<file path="src/rtl/pif_bus_arb.sv">
// pif_bus_arb
// Two-port arbiter that serialises register accesses onto a single PIF-style
// register bus (XI_* outputs, XO readback). Only one transaction is in flight
// at a time.
//
// Handshake: a requester raises reqN and holds weN/addrN/subaN/wdataN
// stable until the arbiter grants it. The arbiter samples reqN only while
// idle. Once granted, the transaction runs to completion regardless of
// further input changes. ackN is a one-cycle completion pulse. For reads,
// rdataN is valid while ackN is high and holds until the next read on that
// port completes. A requester that keeps reqN high after ackN is treated as
// making a new request.
//
// Ports:
//   xclk, sys_rst        clock, asynchronous active-low reset
//   req*/we*/addr*/suba*/wdata*   per-requester access request
//   ack*/rdata*          per-requester completion pulse and read data
//   XI_PWr               single-cycle write strobe
//   XI_PRWA/XI_PRdSubA   register address / read sub-address
//   XI_PD                write data
//   XI_PRdFinished       one-cycle pulse when a read completes
//   XO                   register-block readback data (low DW bits used)
//
// RD_LATENCY must lie in 1..15 so that RD_LATENCY-1 fits the 4-bit counter.
module pif_bus_arb #(
  parameter int AW         = 8,
  parameter int SW         = 4,
  parameter int DW         = 8,
  parameter int RD_LATENCY = 5,
  parameter int PARK_ADDR  = 0
) (
  input  logic          xclk,
  input  logic          sys_rst,
  input  logic          req0,
  input  logic          req1,
  input  logic          we0,
  input  logic          we1,
  input  logic [AW-1:0] addr0,
  input  logic [AW-1:0] addr1,
  input  logic [SW-1:0] suba0,
  input  logic [SW-1:0] suba1,
  input  logic [DW-1:0] wdata0,
  input  logic [DW-1:0] wdata1,
  output logic          ack0,
  output logic          ack1,
  output logic [DW-1:0] rdata0,
  output logic [DW-1:0] rdata1,
  output logic          XI_PWr,
  output logic [AW-1:0] XI_PRWA,
  output logic [SW-1:0] XI_PRdSubA,
  output logic [DW-1:0] XI_PD,
  output logic          XI_PRdFinished,
  input  logic [7:0]    XO
);

  localparam logic [AW-1:0] PARK   = AW'(PARK_ADDR);
  localparam logic [3:0]    LAT_M1 = 4'(RD_LATENCY - 1);

  typedef enum logic [1:0] {
    S_IDLE = 2'd0,
    S_WR   = 2'd1,
    S_RD   = 2'd2,
    S_DONE = 2'd3
  } state_e;

  state_e     state_q;
  logic       last_grant_q;  // requester granted most recently
  logic       gnt_q;         // owner of the transaction in flight
  logic [3:0] cnt_q;         // read wait counter

  // Grantee selection and its request fields, evaluated while idle.
  logic          any_req;
  logic          gnt_d;
  logic          gnt_we;
  logic [AW-1:0] gnt_addr;
  logic [SW-1:0] gnt_suba;
  logic [DW-1:0] gnt_wdata;

  always_comb begin
    any_req   = req0 | req1;
    gnt_d     = 1'b0;
    if (req0 && req1) begin
      // Tie: whoever did not win last time goes now, so contention alternates.
      gnt_d = ~last_grant_q;
    end else begin
      gnt_d = req1;
    end
    gnt_we    = gnt_d ? we1    : we0;
    gnt_addr  = gnt_d ? addr1  : addr0;
    gnt_suba  = gnt_d ? suba1  : suba0;
    gnt_wdata = gnt_d ? wdata1 : wdata0;
  end

  // Outputs are computed alongside the next state so every one is a flop.
  always_ff @(posedge xclk or negedge sys_rst) begin
    if (!sys_rst) begin
      state_q        <= S_IDLE;
      last_grant_q   <= 1'b1;
      gnt_q          <= 1'b0;
      cnt_q          <= 4'd0;
      ack0           <= 1'b0;
      ack1           <= 1'b0;
      rdata0         <= '0;
      rdata1         <= '0;
      XI_PWr         <= 1'b0;
      XI_PRWA        <= PARK;
      XI_PRdSubA     <= '0;
      XI_PD          <= '0;
      XI_PRdFinished <= 1'b0;
    end else begin
      ack0           <= 1'b0;
      ack1           <= 1'b0;
      XI_PWr         <= 1'b0;
      XI_PRdFinished <= 1'b0;

      case (state_q)
        S_IDLE: begin
          if (any_req) begin
            gnt_q        <= gnt_d;
            last_grant_q <= gnt_d;
            XI_PRWA      <= gnt_addr;
            if (gnt_we) begin
              state_q    <= S_WR;
              XI_PWr     <= 1'b1;
              XI_PD      <= gnt_wdata;
              XI_PRdSubA <= '0;
            end else begin
              state_q    <= S_RD;
              XI_PRdSubA <= gnt_suba;
              cnt_q      <= LAT_M1;
            end
          end
        end

        S_WR: begin
          state_q <= S_DONE;
          XI_PRWA <= PARK;
          ack0    <= ~gnt_q;
          ack1    <= gnt_q;
        end

        S_RD: begin
          if (cnt_q == 4'd0) begin
            state_q        <= S_DONE;
            XI_PRWA        <= PARK;
            XI_PRdSubA     <= '0;
            XI_PRdFinished <= 1'b1;
            ack0           <= ~gnt_q;
            ack1           <= gnt_q;
            if (gnt_q) begin
              rdata1 <= XO[DW-1:0];
            end else begin
              rdata0 <= XO[DW-1:0];
            end
          end else begin
            cnt_q <= cnt_q - 4'd1;
          end
        end

        S_DONE: begin
          // Requests are deliberately not sampled here; pending ones are
          // taken on the next idle cycle.
          state_q <= S_IDLE;
        end

        default: begin
          state_q <= S_IDLE;
        end
      endcase
    end
  end

endmodule

</file>
<file path="config.mk">
export PLATFORM = sky130hd
export DESIGN_NAME = pif_bus_arb
export DESIGN_NICKNAME = d
export VERILOG_FILES = /design/src/rtl/pif_bus_arb.sv
export SDC_FILE = /design/constraint.sdc
export NUM_CORES = 1
export LEC_CHECK = 0
export ABC_CLOCK_PERIOD_IN_PS = 2100
export CAP_MARGIN = 40
export CORE_MARGIN = 2
export CORE_UTILIZATION = 43
export DETAILED_ROUTE_END_ITERATION = 10
export PLACE_DENSITY = 0.8
export REMOVE_ABC_BUFFERS = 1
export SETUP_SLACK_MARGIN = 0.15
export SLEW_MARGIN = 20
export SYNTH_ARGS = -nofsm -noshare
export SYNTH_HDL_FRONTEND = slang
export SYNTH_SLANG_ARGS = --single-unit
export TNS_END_PERCENT = 10
</file>
<file path="constraint.sdc">
create_clock -name xclk -period 2.1 [get_ports xclk]
set_input_delay 0.42 -clock xclk [delete_from_list [all_inputs] [get_ports xclk]]
set_output_delay 0.42 -clock xclk [all_outputs]
set_load 0.02 [all_outputs]
</file>
==> impl_results.md <==
- Crit. End Element: flop
- Final WL: 5380 um
- Crit-path slowest cell: o41a_1
- Pre-CTS WS: 0.0523 ns
- Power Density: 1410 mW/mm^2
- First-pass GRT wire length: 8840 um
- Share of layout cells above drive strength 1: 17.0%
- Setup bufs post-CTS: 0
- Setup TNS after final layout: 0 ns
- I/O pins: 94
- CP Cell Sequence: inv_1, ha_1, buf_4, o21ai_0, o41a_1, o21ai_1
- Final setup margin: 0.190 ns
- CP Data Required Time: 2.31 ns
- CTS sink count: 48
- Routed Antenna Nets: 0
- Die H: 78.0 um
- Final core occ: 67.5%
- Tightest Hold Check Type: in -> async
- CTS tree: done
- Hold Vio Cnt, Final: 0
- N_diodes: 0
- CP Launch Type: flop
- Fin area: 0.00351 sq mm
- Via density: 5.05
- Largest net degree at the start of global routing: 49
- P_leak: 1.55 nW
- Starting Density: 45.3%
- Initial drt markers: 48
- # fillers: 419
- Overall fraction of global-route tracks in use: 18.1%
- Status: complete, no violations
- Clk slew on worst S/H paths: 0.08 ns
- # Max-Cap Violations: 0
- Grt total ovfl: 0
- CP max stage delay: 0.45 ns
- Vias in the first global route: 1923
- Yosys top cell area share: 49.9%
- Die ar.: 0.00609 sq mm
- Final setup fails: 0
- Worst setup path start: state_q[0]
- Synth area leaders: dfrtp_1, mux2_2, nand2_1, mux2_4, mux2i_1
- Num CTS Buffers: 5
- FMAX: 524 MHz
- Placer Congestion: 0.793
- Register area: 0.00120 sq mm
- Maximum vdd drop: 0.000695 V
- PortBufs: 93
- H-tree depth: 2
- Mapped Avg Cell Area: 11.1 sq um
- Die X-Extent: 78.0 um
- Detailed Place HPWL: 3990 um
- CP Data Arrival Time: 2.12 ns
- Via count: 1929
- Synth Instances: 212
- Footprint of the multi-input gates: 0.00105 sq mm
- Layout area overhead: 49.0%
- Nets: 372
- Sequential-to-total area share from yosys stat: 51.0%
- RSZ-0062 raised after global routing: true
- Post-synth ARST share: 100%
- Post-DP Area: 0.00340 sq mm
- Synthesized area: 0.00236 sq mm
- Clock Path Buffers: 2
- CP Class: reg -> reg
- Fin Clk Skew: 0.00465 ns
- Post-synth top area cell: dfrtp_1
- Post-route DRC: 0
- Tmin final: 1.91 ns
- Slew Viols, Final: 0
- CORE AREA: 0.00520 sq mm
- RR Startpoint: state_q[0]
- Max-slew headroom: 60.9%
- Worst Tran Pin Value: 0.587 ns
- Num rows: 26
- Clock insertion delay at the later pin of the skew report: 0.29 ns
- CP max FO: 25
- Drt wl/cell: 14.1 um
- EDFF count, synth: 0
- Syn. warnings: 0
- Synth cell types: 40
- Fin crit share: 90.9%
- Flops & latches, synth: 48
- Main synth FF type: dfrtp_1
- Root Driver: clkbuf_8
- Initial antenna violation count: 0
- 1st-pass router iterations: 4
==> metal layers <==
layer	track usage, %	routed length (um)	up-vias
met3	4.48	297	4
met2	32.2	2620	67
met5	0	0	-
li1	-	-	939
met4	3.16	30	0
met1	22.6	2430	919
==> synthesized netlist by cell type, types with 2 or more instances <==
master	count
dfrtp_1	47
nand2_1	38
a21oi_1	17
mux2_2	16
inv_1	11
mux2i_1	9
a41oi_1	8
mux2_4	8
ha_1	7
buf_2	6
nor2_1	5
clkbuf_1	4
o21ai_0	4
o22ai_1	4
nand2b_1	2
nand4_1	2
==> logic make-up after synthesis <==
family                     Yosys count  synth area share, %
and+or+nand+nor                     55                 11.0
DFF                                 48                 51.0
AOI/OAI and AO/OA                   46                 13.2
muxes                               33                 16.6
buffers and inverters               23                 4.46
adders and majority gates            7                 3.72
==> cell usage in the layout (no fill, tap or decap), types with 7 or more instances in the layout <==
| cell | count |
|---|---|
| mux2i_1 | 9 |
| dfrtp_1 | 47 |
| a21oi_1 | 17 |
| clkdlybuf4s50_1 | 92 |
| mux2_2 | 16 |
| a41oi_1 | 8 |
| buf_4 | 10 |
| ha_1 | 7 |
| inv_1 | 11 |
| mux2_4 | 8 |
| nand2_1 | 38 |
==> cell type report <==
type | instances | area share (%)
clock buffer | 6 | 2.07
clock inverter | 2 | 0.998
sequential | 48 | 34.2
timing repair buffer | 104 | 29.1
inverter | 11 | 1.18
tap | 70 | 2.49
multi-input combinational | 141 | 30.0
==> registers in the layout, summed over array words and instances (netlist names) <==
register,count
XI_PD,8
XI_PRWA,8
rdata0,8
rdata1,8
XI_PRdSubA,4
cnt_q,4
state_q,2
XI_PRdFinished,1
XI_PWr,1
ack0,1
ack1,1
gnt_q,1
last_grant_q,1
==> final timing paths <==
kind	end	cells past startpoint	slack [ns]
worst max-delay path	cnt_q[3]	6	0.19
worst min-delay path	XI_PWr	2	0.22
worst max register to register	cnt_q[3]	6	0.19
worst min register to register	rdata1[0]	1	0.51
max in group asynchronous	state_q[1]	2	1.49
min in group xclk	rdata1[0]	1	0.51
==> worst max-delay path, delay by kind of cell, from the launching register on <==
family,cells,cell delay (ns)
adder cells (fa/ha/maj),1,0.19
AO/OA/AOI/OAI,3,0.82
flip-flops,1,0.42
buffers and inverters,2,0.40
==> report_power, final <==
part,internal (mW),total [mW],switching [mW]
Sequential,1.34,1.59,0.248
Combinational,1.39,2.72,1.34
Clock,0.353,0.639,0.286
Total,3.08,4.95,1.87
==> metrics by stage <==
| stage | hold WS, ns | power [mW] | instances |
|---|---|---|---|
| floorplan | 0.124 | 3.19 | 200 |
| global placement | 0.486 | 4.26 | 374 |
| detailed placement | 0.491 | 4.33 | 374 |
| CTS | 0.231 | 4.99 | 382 |
| global route | 0.254 | 5.28 | 382 |
| finish | 0.215 | 4.95 | 382 |
==> repair_timing <==
item	in CTS	in global routing
resized for setup	1	1
hold buffers	0	0
setup endpoints to repair	8	18
pin swaps	0	0
Power figures use the tool's default switching activity.
